## src/rtl/cipu_stream_tx.sv

```systemverilog
// Streams host-loaded passenger and thing/separator lists to CIPU, one item per cycle, stalling on each separator until done_thing.
// Loads are accepted only in IDLE with neither buffer full; the optional CIPU_STREAM_TX_TIMEOUT_EN bounds the done_thing wait.
module cipu_stream_tx #(
  parameter int PDEPTH  = 16,
  parameter int TDEPTH  = 64,
  parameter int TIMEOUT = 255
) (
  input  logic       clk,
  input  logic       rst,
  input  logic       load_valid,
  output logic       load_ready,
  input  logic [1:0] load_type,
  input  logic [7:0] load_data,
  input  logic       start,
  output logic       busy,
  output logic       tx_done,
  output logic       err,
  output logic       ready_fifo,
  output logic       ready_lifo,
  output logic [7:0] people_thing_in,
  output logic [7:0] thing_in,
  output logic [3:0] thing_num,
  input  logic       done_thing,
  input  logic       done_fifo
);

  localparam int PAW = $clog2(PDEPTH);
  localparam int TAW = $clog2(TDEPTH);

  typedef enum logic [2:0] {
    S_IDLE, S_RDY, S_SEND, S_WAIT_DONE, S_TERM, S_FLUSH
  } state_t;

  state_t r_state, w_next;

  logic [7:0] r_pbuf [PDEPTH];
  logic [8:0] r_tbuf [TDEPTH];
  logic [PAW:0] r_pwr, r_prd;
  logic [TAW:0] r_twr, r_trd;
  logic [3:0] r_num;
  logic r_tx_done;

  logic w_pempty, w_pfull, w_tempty, w_tfull;
  logic w_load, w_pwe, w_twe, w_stream, w_pop_p, w_pop_t, w_sep_go, w_finish, w_tmo;
  logic [8:0] w_cmd;

  assign w_pempty = (r_pwr == r_prd);
  assign w_pfull  = (r_pwr[PAW] != r_prd[PAW]) && (r_pwr[PAW-1:0] == r_prd[PAW-1:0]);
  assign w_tempty = (r_twr == r_trd);
  assign w_tfull  = (r_twr[TAW] != r_trd[TAW]) && (r_twr[TAW-1:0] == r_trd[TAW-1:0]);

  assign load_ready = (r_state == S_IDLE) && !w_pfull && !w_tfull;
  assign w_load     = load_valid && load_ready;
  assign w_pwe      = w_load && (load_type == 2'd0);
  assign w_twe      = w_load && ((load_type == 2'd1) || (load_type == 2'd2));

  // Passenger channel free-runs from the first SEND cycle until the session ends.
  assign w_stream = (r_state == S_SEND) || (r_state == S_WAIT_DONE) ||
                    (r_state == S_TERM) || (r_state == S_FLUSH);
  assign w_pop_p  = w_stream && !w_pempty;
  assign w_cmd    = r_tbuf[r_trd[TAW-1:0]];
  assign w_pop_t  = (r_state == S_SEND) && !w_tempty;
  assign w_sep_go = w_pop_t && w_cmd[8];
  assign w_finish = (r_state == S_FLUSH) && done_fifo;
  assign busy     = (r_state != S_IDLE);
  assign tx_done  = r_tx_done;

`ifdef CIPU_STREAM_TX_TIMEOUT_EN
  logic [7:0] r_cnt;
  logic r_err;

  assign w_tmo = (r_state == S_WAIT_DONE) && !done_thing && (r_cnt == 8'(TIMEOUT - 1));
  assign err   = r_err;

  always_ff @(posedge clk or posedge rst) begin
    if (rst) begin
      r_cnt <= '0;
      r_err <= 1'b0;
    end else begin
      if (w_sep_go) begin
        r_cnt <= '0;
      end else if (r_state == S_WAIT_DONE) begin
        r_cnt <= r_cnt + 8'd1;
      end
      if (w_tmo) begin
        r_err <= 1'b1;
      end
    end
  end
`else
  wire [31:0] w_unused_timeout = TIMEOUT;
  assign w_tmo = 1'b0;
  assign err   = 1'b0;
`endif

  always_comb begin
    w_next          = r_state;
    ready_fifo      = 1'b0;
    ready_lifo      = 1'b0;
    thing_in        = 8'h00;
    thing_num       = 4'd0;
    people_thing_in = w_pop_p ? r_pbuf[r_prd[PAW-1:0]] : 8'h00;
    case (r_state)
      S_IDLE: begin
        if (start) w_next = S_RDY;
      end
      S_RDY: begin
        ready_fifo = 1'b1;
        ready_lifo = 1'b1;
        w_next     = S_SEND;
      end
      S_SEND: begin
        if (w_tempty) begin
          w_next = S_TERM;
        end else if (w_cmd[8]) begin
          thing_in  = 8'h3b;
          thing_num = w_cmd[3:0];
          w_next    = S_WAIT_DONE;
        end else begin
          thing_in = w_cmd[7:0];
        end
      end
      S_WAIT_DONE: begin
        thing_in  = 8'h3b;
        thing_num = r_num;
        if (done_thing) begin
          w_next = S_SEND;
        end else if (w_tmo) begin
          w_next = S_TERM;
        end
      end
      S_TERM: begin
        thing_in = 8'h24;
        w_next   = S_FLUSH;
      end
      S_FLUSH: begin
        if (done_fifo) w_next = S_IDLE;
      end
      default: w_next = S_IDLE;
    endcase
  end

  always_ff @(posedge clk or posedge rst) begin
    if (rst) begin
      r_state   <= S_IDLE;
      r_pwr     <= '0;
      r_prd     <= '0;
      r_twr     <= '0;
      r_trd     <= '0;
      r_num     <= 4'd0;
      r_tx_done <= 1'b0;
    end else begin
      r_state   <= w_next;
      r_tx_done <= w_finish;
      if (w_finish) begin
        r_pwr <= '0;
        r_prd <= '0;
        r_twr <= '0;
        r_trd <= '0;
      end else begin
        if (w_pwe)   r_pwr <= r_pwr + 1'b1;
        if (w_twe)   r_twr <= r_twr + 1'b1;
        if (w_pop_p) r_prd <= r_prd + 1'b1;
        if (w_pop_t) r_trd <= r_trd + 1'b1;
      end
      if (w_sep_go) r_num <= w_cmd[3:0];
    end
  end

  // Storage needs no reset: the pointers alone define what is valid.
  always_ff @(posedge clk) begin
    if (w_pwe) r_pbuf[r_pwr[PAW-1:0]] <= load_data;
    if (w_twe) r_tbuf[r_twr[TAW-1:0]] <= {(load_type == 2'd2), load_data};
  end

endmodule

```

## config.mk

```make
export PLATFORM = sky130hd
export DESIGN_NAME = cipu_stream_tx
export DESIGN_NICKNAME = d
export VERILOG_FILES = /design/src/rtl/cipu_stream_tx.sv
export SDC_FILE = /design/constraint.sdc
export NUM_CORES = 1
export LEC_CHECK = 0
export ABC_AREA = 1
export BUFFER_PORTS_ARGS = -buffer_cell sky130_fd_sc_hd__buf_2
export CAP_MARGIN = 25
export CELL_PAD_IN_SITES_DETAIL_PLACEMENT = 0
export CELL_PAD_IN_SITES_GLOBAL_PLACEMENT = 1
export CORE_MARGIN = 2
export CORE_UTILIZATION = 25
export DETAILED_ROUTE_END_ITERATION = 10
export PLACE_DENSITY = 0.52
export SETUP_SLACK_MARGIN = 0.4
export SKIP_LAST_GASP = 1
export SLEW_MARGIN = 30
export SYNTH_ARGS = -nofsm -noshare
export SYNTH_HDL_FRONTEND = slang
export SYNTH_SLANG_ARGS = --single-unit
```

## constraint.sdc

```tcl
create_clock -name clk -period 3.41 [get_ports clk]
set_input_delay 0.5115 -clock clk [delete_from_list [all_inputs] [get_ports clk]]
set_output_delay 0.5115 -clock clk [all_outputs]
set_load 0.005 [all_outputs]
```

==> results_dict.tcl, run 1 <==
set metrics [dict create \
    outcome "finished with violations" \
    violations "setup timing" \
    root_buffer "clkbuf_16" \
    max-clock-path-buffers 3 \
    routed_via_density 4.52 \
    coreArea_sq_mm 0.124 \
    tightestPinTransition_ns 0.964 \
    grt_first_pass_wirelength_mm 146 \
    rsz0062_at_grt "true" \
    antenna_cells 0 \
    place_hpwl_mm 55.5 \
    die-area_sq_mm 0.127 \
    reg2reg_slack_ns 0.51 \
    reg2reg_depth 14 \
    gr-usage-all-layers_pct 15.5 \
    die_h_um 357 \
    die_w_um 357 \
    max-slew-margin-rel_pct 35.7 \
    setup_viol 12 \
    cts_made_buffers 85 \
    p_leak_nw 14.5 \
    grt-ovfl-total 0 \
    wl_mm 100 \
    cts.clk_slew.worst_paths_ns 0.06 \
    yosysUniqueCellTypes 44 \
    drive_gt1_share_pct 19.0 \
    cap_violations 0 \
    syn_inst 2746 \
    htree_levels 3 \
    power.density_mw_per_mm2 870 \
    syn_area_per_cell_sq_um 11.3 \
    synth_fp_nets 2772 \
    whs_ns 0.0615 \
    hold_viol 0 \
    min_path_type "input pin to flop" \
    syn_to_final_growth_pct 26.1 \
    synth_ff_type "edfxtp_1" \
    whs_path_depth 2 \
    drt-initial-drc-count 2012 \
    critical_path_class "flop to output pin" \
    synth_area_sq_mm 0.0312 \
    final_cell_mix "704 x edfxtp_1, 574 x nand2_1, 343 x nor2_1" \
    io_pins 42 \
    cp.arrival_ns 3.12 \
    ys_seq_area_share_pct 70.4 \
    synth-edff-count 704 \
    ys_seq_elements 736 \
    worst_slack_ns -0.226 \
    final.period_utilization_pct 107 \
    antenna_left 0 \
    grt_max_degree 81 \
    ys_warn_count 0 \
    setup.worst_path.end_class "output pin" \
    fin_crit_ns 3.64 \
    grt_pass1_vias 20600 \
    antenna_found_initial 4 \
    max_freq_mhz 275 \
    path_max_fanout 10 \
    num_vias 21100 \
    port_buffers 40 \
    final_area_sq_mm 0.0393 \
    worst_skew_pair.late_latency_ns 0.67 \
    cp_data_required_time_ns 2.90 \
    place_area_sq_mm 0.0342 \
    post_drt_wl_per_cell_um 21.4 \
    fin_util_pct 31.8 \
    cts_num_sinks 736 \
    first_pass_iters 5 \
    drv_slew 0 \
    ir_drop_mv 0.496 \
    start_util_pct 25.2 \
    startpoint_type "flop" \
    cts_tree "done" \
    route.detailed.drc 0 \
    final_common_cell "edfxtp_1" \
    fin_nets 3000 \
    async_flop_share_pct 4.35 \
    num_rows 129 \
    gp_congestion 0.788 \
    clock_skew_ns 0.0267 \
]
## sequential cells by signal (all words and copies together) (netlist names)
| name | count |
|---|---|
| r_pbuf | 128 |
| tx_done | 1 |
| r_num | 4 |
| r_twr | 7 |
| r_state | 3 |
| r_pwr | 5 |
| r_trd | 7 |
| r_prd | 5 |
| r_tbuf | 576 |
## synthesized netlist by cell type (2+ instances only)
master / instances / area [sq um]
dfrtp_1: 32 / 801
buf_1: 9 / 33.8
buf_2: 53 / 265
o21ai_1: 16 / 80.1
a21oi_1: 74 / 370
buf_6: 15 / 169
buf_4: 32 / 240
nand2_2: 3 / 18.8
inv_1: 182 / 683
nor3_1: 20 / 100
or2_2: 3 / 18.8
xnor2_1: 3 / 26.3
o221ai_1: 2 / 17.5
nor2_1: 366 / 1370
a211oi_1: 7 / 52.6
o211ai_1: 33 / 248
a31oi_1: 4 / 25.0
nand4_1: 6 / 37.5
nor2_2: 2 / 12.5
nand3_1: 199 / 996
edfxtp_1: 704 / 21100
a22oi_1: 14 / 105
clkinv_1: 5 / 18.8
o21ai_0: 225 / 1130
nor3_2: 10 / 100
ha_1: 10 / 125
clkbuf_1: 43 / 161
nand2_1: 605 / 2270
xor2_1: 14 / 123
inv_2: 6 / 22.5
o22ai_1: 26 / 163
a32o_1: 10 / 100
nor2_4: 2 / 22.5
## where the power goes
| group | leakage, nW | switching (mW) | internal, mW |
|---|---|---|---|
| clock network | 1.41 | 3.84 | 5.59 |
| registers | 6.73 | 0.295 | 10.1 |
| logic | 6.32 | 8.87 | 5.44 |
## cells by family after synthesis
group,Yosys count,synth area share [%]
other,1,0.0120
AND/OR/NAND/NOR,1221,16.1
AO/OA/AOI/OAI,415,7.47
XOR/XNOR,17,0.478
buffers and inverters,346,5.14
flip-flops,736,70.4
adder cells (fa/ha/maj),10,0.402
## per-layer routing
layer / vias up / global-route usage, % / part of all wire (%)
met4: 2 / 3.45 / 2.0
met2: 503 / 24.4 / 45
li1: 9975 / - / -
met5: - / 0 / 0.013
met1: 10500 / 22.5 / 48
met3: 134 / 2.18 / 4.2
## path summary, 6_finish.rpt
check,startpoint,end
worst max-delay path,r_trd[0],thing_num[3]
worst max register to register,r_trd[0],r_tbuf[5][1]
worst min register to register,r_num[1],r_num[1]
min in group asynchronous,rst,r_num[2]
max in group asynchronous,rst,r_trd[0]
worst min-delay path,done_fifo,r_state[2]
## critical path, cell delays in order (launching register included)
cell and delay [ns]:
dfrtp_4 0.52, buf_12 0.18, buf_16 0.17, buf_4 0.16, clkbuf_16 0.16, nand2_1 0.07, nand3_1 0.09, nand2_1 0.11
nand2_1 0.07, nand2_2 0.10, inv_1 0.07, nand2_1 0.06, nand2_1 0.06, nand2_2 0.11, inv_2 0.07, nand2_4 0.10
nand3_2 0.09, a21oi_2 0.15, buf_2 0.13
## area by class of cell
| type | count | area, sq um |
|---|---|---|
| fill | 12700 | 84400 |
| sequential | 736 | 22000 |
| multi-input combinational | 1665 | 8190 |
| timing repair buffer | 288 | 3370 |
| clock buffer | 112 | 2320 |
| tap | 1637 | 2050 |
| inverter | 194 | 785 |
| clock inverter | 43 | 577 |
| timing repair inverter | 4 | 40.0 |
## through the flow
step / setup WS (ns) / TNS [ns] / cells / power (mW)
after CTS: -0.223 / -1.91 / 4664 / 33.7
after floorplan: 1.00 / 0 / 2746 / 17.0
after global routing: -0.413 / -3.82 / 4679 / 35.8
after detailed placement: -0.119 / -0.198 / 4442 / 21.3
after global placement: -0.200 / -0.319 / 4442 / 21.4
final: -0.226 / -1.84 / 4679 / 34.2
## what timing repair did
item,in CTS,in global routing
endpoints found under the hold margin,32,0
cloned,28,6
hold buffers,1,0
pin swaps,49,60
buffers inserted,38,9
gates resized for setup,168,92
endpoints found under the setup margin,198,61
No activity file was read; power rests on OpenSTA's default activity.
==> run 2, diff against run 1 <==
==> constraint.sdc (replaced) <==
create_clock -name clk -period 3.6 [get_ports clk]
set_input_delay 0.54 -clock clk [delete_from_list [all_inputs] [get_ports clk]]
set_output_delay 0.54 -clock clk [all_outputs]
set_load 0.005 [all_outputs]
==> run 2 against run 1 <==
Against the previous run:
- the flow still finishes with violations (setup timing)
- clock power fell by 10%
- clock-buffer cell count fell by 3
- sequential share of layout area rose by 0.90 points
- global-route usage rose by 0.22 points
- largest cell class unchanged
- first-iteration DRC count fell by 15%
- total power fell by 8.8%
- worst hold slack improved by 0.040 ns
- highest routed layer is now met4
- via count fell by 0.53%
==> results_dict.tcl, run 2 (synthesized netlist as in run 1, its figures left out) <==
set metrics [dict create \
    ir_drop_mv 0.417 \
    gr-usage-all-layers_pct 15.7 \
    cts_made_buffers 86 \
    die-area_sq_mm 0.127 \
    p_leak_nw 14.2 \
    antenna_left 0 \
    grt-ovfl-total 0 \
    whs_ns 0.101 \
    combPwrFrac_pct 41.0 \
    reg2reg_to "r_tbuf[10][1]" \
    fin_nets 2984 \
    cp.arrival_ns 3.12 \
    grt_max_degree 81 \
    slowest_stage "dfrtp_4" \
    die_w_um 357 \
    grt_pass1_vias 21200 \
    route.detailed.drc 0 \
    cp_num_buf_inv 7 \
    start_util_pct 25.2 \
    drt-initial-drc-count 1718 \
    final_common_cell "edfxtp_1" \
    seqPwrFrac_pct 31.8 \
    whs_path_depth 2 \
    post_drt_wl_per_cell_um 21.4 \
    worst_skew_pair.late_latency_ns 0.68 \
    max-slew-margin-rel_pct 37.5 \
    die_h_um 357 \
    final_cells 4665 \
    grt_first_pass_wirelength_mm 148 \
    path_delay_family "simple AND/OR/NAND/NOR gates" \
    cts_tree "done" \
    wl_mm 99.8 \
    fin_crit_ns 3.66 \
    p_sw_share_pct 38.7 \
    max-clock-path-buffers 3 \
    routed_via_density 4.50 \
    num_rows 129 \
    clock_skew_ns 0.0256 \
    cp_data_required_time_ns 3.06 \
    grtUsageMet2_pct 24.8 \
    worst_slack_ns -0.0564 \
    drv_slew 0 \
    final_cell_mix "704 x edfxtp_1, 564 x nand2_1, 351 x nor2_1" \
    coreArea_sq_mm 0.124 \
    power.density_mw_per_mm2 806 \
    reg2reg_slack_ns 0.65 \
    min_path_type "input pin to flop" \
    multi_input_area_sq_mm 0.00812 \
    critical_path_class "flop to output pin" \
    cap_violations 0 \
    cpMostUsedCell "nand2_1" \
    min_from "done_fifo" \
    setup.worst_path.end_class "output pin" \
    cts_num_sinks 736 \
    violations "setup timing" \
    p_int_mw 19.1 \
    r2r-start "r_trd[0]" \
    first_pass_iters 5 \
    cp_cell_sequence "buf_12, clkinv_16, buf_12, buf_16, buf_4, nand2_1, nand3_1, nand3_1, nand3_2, nand2_2, nand2_1, nand2_2, inv_2, nand2_4, nand4_1, nand2_1, buf_2" \
    switchingPower_mw 12.1 \
    hold_viol 0 \
    outcome "finished with violations" \
    root_buffer "clkbuf_16" \
    place_hpwl_mm 57.3 \
    htree_levels 3 \
    fill_cells 12700 \
    antenna_cells 0 \
    clkPwrFrac_pct 27.3 \
    reg2reg_depth 14 \
    setup_viol 3 \
    whs_endpoint "r_state[2]" \
    io_pins 42 \
    antenna_found_initial 2 \
    path_max_fanout 8 \
    max_freq_mhz 273 \
    met1_usage_pct 22.0 \
    cp_slowest_stage_delay_ns 0.44 \
    largest_register_ffs 576 \
    dp_cells 4437 \
    gp_congestion 0.789 \
    cts.clk_slew.worst_paths_ns 0.06 \
    syn_to_final_growth_pct 24.1 \
    use_met3_pct 2.73 \
    register_area_sq_mm 0.0220 \
    port_buffers 40 \
    tightestPinTransition_ns 0.938 \
    startpoint_type "flop" \
    grt-busiest-layer "met2" \
    final.period_utilization_pct 102 \
    rsz0062_at_grt "true" \
    num_vias 21000 \
    drive_gt1_share_pct 18.1 \
]
[run 2: cell types whose count changed in the layout (fill, tap and decap cells not counted), sizes merged]
cell / before / now
clkinv: 35 / 41
clkbuf: 116 / 111
inv: 196 / 195
nand2: 609 / 608
bufinv: 10 / 5
buf: 272 / 264
clkinvlp: 0 / 5
bufbuf: 11 / 6
[run 2: worst max-delay path by stage]
stage	slack, ns	startpoint	cells after the start	endpoint
5_1_grt	-0.14	r_trd[0]	18	thing_in[2]
6_report	-0.06	r_trd[0]	17	thing_in[2]
4_1_cts	-0.05	r_trd[0]	18	thing_in[2]
2_1_floorplan	1.19	r_trd[0]	12	r_tbuf[16][0]
3_5_place_dp	-0.07	r_trd[0]	12	thing_in[6]
3_3_place_gp	-0.07	r_trd[0]	12	thing_in[6]
[run 2: area by class of cell]
class,instances,share of cell area [%]
timing repair inverter,3,0.113
clock inverter,49,1.19
clock buffer,109,5.82
tap,1637,5.30
timing repair buffer,273,7.71
inverter,194,2.07
sequential,736,56.8
multi-input combinational,1664,21.0
[run 2: power groups by stage]
stage	Clock [mW]	Sequential [mW]	Combinational, mW
after floorplan	0	9.89	6.17
after global placement	0	10.1	10.1
after detailed placement	0	10.1	10.0
after CTS	8.67	9.87	12.5
after global routing	9.00	9.92	13.9
final	8.49	9.89	12.8
[run 2: worst register-to-register path, cell delays in order, from the launching register on]
cell	delay, ns
dfrtp_4	0.44
buf_4	0.17
buf_4	0.14
buf_6	0.19
nand2_1	0.09
nand4_1	0.08
nor2_1	0.06
nand2_2	0.10
inv_2	0.06
a21oi_4	0.19
nand3_4	0.18
nor2_4	0.18
nand2_2	0.27
nor2_1	0.23
buf_4	0.24
[run 2: through the flow]
stage	power [mW]	setup WS, ns	utilization, %	cell area, sq um	setup TNS, ns
after CTS	31.0	-0.0458	31.0	38300	-0.346
after detailed placement	20.1	-0.0651	27.5	34000	-0.0651
final	31.1	-0.0564	31.3	38700	-0.106
after floorplan	16.1	1.19	-	31200	0
after global routing	32.8	-0.140	31.3	38700	-1.17
after global placement	20.2	-0.0742	27.5	34000	-0.0742
[run 2: metal layers]
metal  part of all wire (%)  wire length [um]
met5                      0                 0
met1                     47             46900
met4                    2.8              2830
met2                     45             45400
met3                    4.7              4670
[run 2: repair_timing]
action | in CTS | in global routing
gates cloned | 23 | 2
hold buffers | 1 | 0
setup buffers | 37 | 6
setup endpoints to repair | 64 | 99
resized for setup | 181 | 70
pin swaps | 64 | 47
endpoints found under the hold margin | 32 | 0
==> run 3, diff against run 2 <==
--- a/config.mk
+++ b/config.mk
@@ -15,6 +15,7 @@
 export DETAILED_ROUTE_END_ITERATION = 10
 export PLACE_DENSITY = 0.52
 export SETUP_SLACK_MARGIN = 0.4
+export SKIP_CTS_REPAIR_TIMING = 1
 export SKIP_LAST_GASP = 1
 export SLEW_MARGIN = 30
 export SYNTH_ARGS = -nofsm -noshare
==> run 3 against run 2 <==
Against the previous run:
- the run ends with hold timing, setup timing left
- non-clock buffer count grew 12
- combinational power is essentially flat
- first-iteration DRC count grew 10%
- utilization grew 0.064 points
- routed wire length grew 1.2%
- critical path depth is the same
- via count grew 0.89%
- cell area grew 0.20%
- critical path type unchanged
- highest routed layer unchanged
==> results_dict.tcl, run 3 (synthesized netlist as in run 1, its figures left out) <==
set metrics [dict create \
    outcome "finished with violations" \
    violations "hold timing, setup timing" \
    die_w_um 357 \
    root_buffer "clkbuf_16" \
    final_area_sq_mm 0.0387 \
    port_buffers 40 \
    p_sw_share_pct 38.9 \
    cpMostUsedCell "nand2_1" \
    startpoint_type "flop" \
    wl_mm 101 \
    antenna_found_initial 2 \
    max-slew-margin-rel_pct 35.3 \
    num_vias 21200 \
    cp_slowest_stage_delay_ns 0.60 \
    cts.clk_slew.worst_paths_ns 0.06 \
    cts_made_buffers 86 \
    fill_cells 12700 \
    grt_max_degree 81 \
    final_cell_mix "704 x edfxtp_1, 567 x nand2_1, 352 x nor2_1" \
    hold_viol 29 \
    tightestPinTransition_ns 0.971 \
    largest_register_ffs 576 \
    gr-usage-all-layers_pct 14.6 \
    cts_num_sinks 736 \
    reg2reg_slack_ns 0.61 \
    whs_ns -0.0279 \
    p_leak_nw 14.2 \
    setup_viol 6 \
    routed_via_density 4.53 \
    max_freq_mhz 273 \
    slowest_stage "dfrtp_4" \
    grt_first_pass_wirelength_mm 139 \
    cp.arrival_ns 3.12 \
    p_int_mw 19.1 \
    rsz0062_at_grt "true" \
    gp_congestion 0.789 \
    final_common_cell "edfxtp_1" \
    place_hpwl_mm 57.3 \
    cp_cell_sequence "buf_12, buf_16, buf_12, nand2_4, nand3_2, nand2_1, nand2_1, nand2_1, inv_2, nand2_1, nand2_1, nand2_2, inv_2, nand2_4, nand4_1, nand2_1, buf_2" \
    clock_skew_ns 0.0260 \
    antenna_cells 0 \
    register_area_sq_mm 0.0220 \
    clkPwrFrac_pct 27.2 \
    switchingPower_mw 12.2 \
    seqPwrFrac_pct 31.7 \
    ir_drop_mv 0.422 \
    fin_crit_ns 3.66 \
    critical_path_class "flop to output pin" \
    coreArea_sq_mm 0.124 \
    reg2reg_depth 13 \
    min_path_type "input pin to async pin" \
    worst_slack_ns -0.0646 \
    die-area_sq_mm 0.127 \
    final.period_utilization_pct 102 \
    path_max_fanout 8 \
    htree_levels 3 \
    combPwrFrac_pct 41.1 \
    first_pass_iters 5 \
    fin_util_pct 31.3 \
    drv_slew 0 \
    r2r-start "r_trd[0]" \
    die_h_um 357 \
    antenna_left 0 \
    max-clock-path-buffers 3 \
    drt-initial-drc-count 1889 \
    syn_to_final_growth_pct 24.3 \
    cap_violations 0 \
    place_ws_ns -0.0651 \
    grt-ovfl-total 0 \
    num_rows 129 \
    place_area_sq_mm 0.0340 \
    cts_tree "done" \
    post_drt_wl_per_cell_um 21.6 \
    power.density_mw_per_mm2 807 \
    cp_data_required_time_ns 3.06 \
    drive_gt1_share_pct 18.3 \
    io_pins 42 \
    setup.worst_path.end_class "output pin" \
    grt_pass1_vias 20500 \
    reg2reg_to "r_tbuf[61][2]" \
    fin_nets 2996 \
    multi_input_area_sq_mm 0.00809 \
    fin_tns_setup_ns -0.175 \
    start_util_pct 25.2 \
    worst_skew_pair.late_latency_ns 0.68 \
    route.detailed.drc 0 \
]
run 3: changes by cell type in the layout (fill, tap and decap cells not counted), moves of 4 or more:
cell	before	now
clkbuf_16	88	114
buf_16	23	8
o21ai_0	204	194
o21ai_1	29	38
bufbuf_16	6	0
nand3_1	172	177
buf_6	19	23
run 3: metal layers:
metal  routed length, um  up-vias  track usage, %
met5                   0        -               0
met4                2260        0            3.97
met3                4320      138            2.40
met2               46300      484            23.1
met1               48100    10600            20.7
li1                    -     9974               -
run 3: final cells by class:
type,count,share of cell area (%)
Timing Repair inverter,3,0.100
Inverter,194,2.05
Multi-Input combinational cell,1664,20.9
Clock buffer,109,5.80
Tap cell,1637,5.29
Sequential cell,736,56.7
Timing Repair Buffer,285,7.99
Clock inverter,49,1.19
run 3: per-stage QoR:
step	total power, mW	instances
finish	31.3	4677
global route	32.9	4677
CTS	28.6	4595
detailed placement	20.1	4437
global placement	20.2	4437
floorplan	16.1	2746
run 3: how the worst max path moves through the flow:
stage	start	depth (start not counted)	endpoint	slack, ns
4_1_cts	r_trd[0]	12	thing_in[6]	-0.81
3_5_place_dp	r_trd[0]	12	thing_in[6]	-0.07
2_1_floorplan	r_trd[0]	12	r_tbuf[16][0]	1.19
3_3_place_gp	r_trd[0]	12	thing_in[6]	-0.07
6_report	r_trd[0]	17	thing_in[2]	-0.06
5_1_grt	r_trd[0]	12	thing_in[6]	-0.15
run 3: power groups by stage:
stage	logic [mW]	clock network, mW	registers, mW
floorplan	6.17	0	9.89
global placement	10.1	0	10.1
detailed placement	10.0	0	10.1
CTS	10.0	8.67	9.88
global route	14.0	9.01	9.95
finish	12.9	8.49	9.91
run 3: worst max-delay path: cells and delay by family (launching register included):
kind	cells	cell delay, ns
DFF	1	0.60
and+or+nand+nor	11	1.10
buffers and inverters	6	0.74
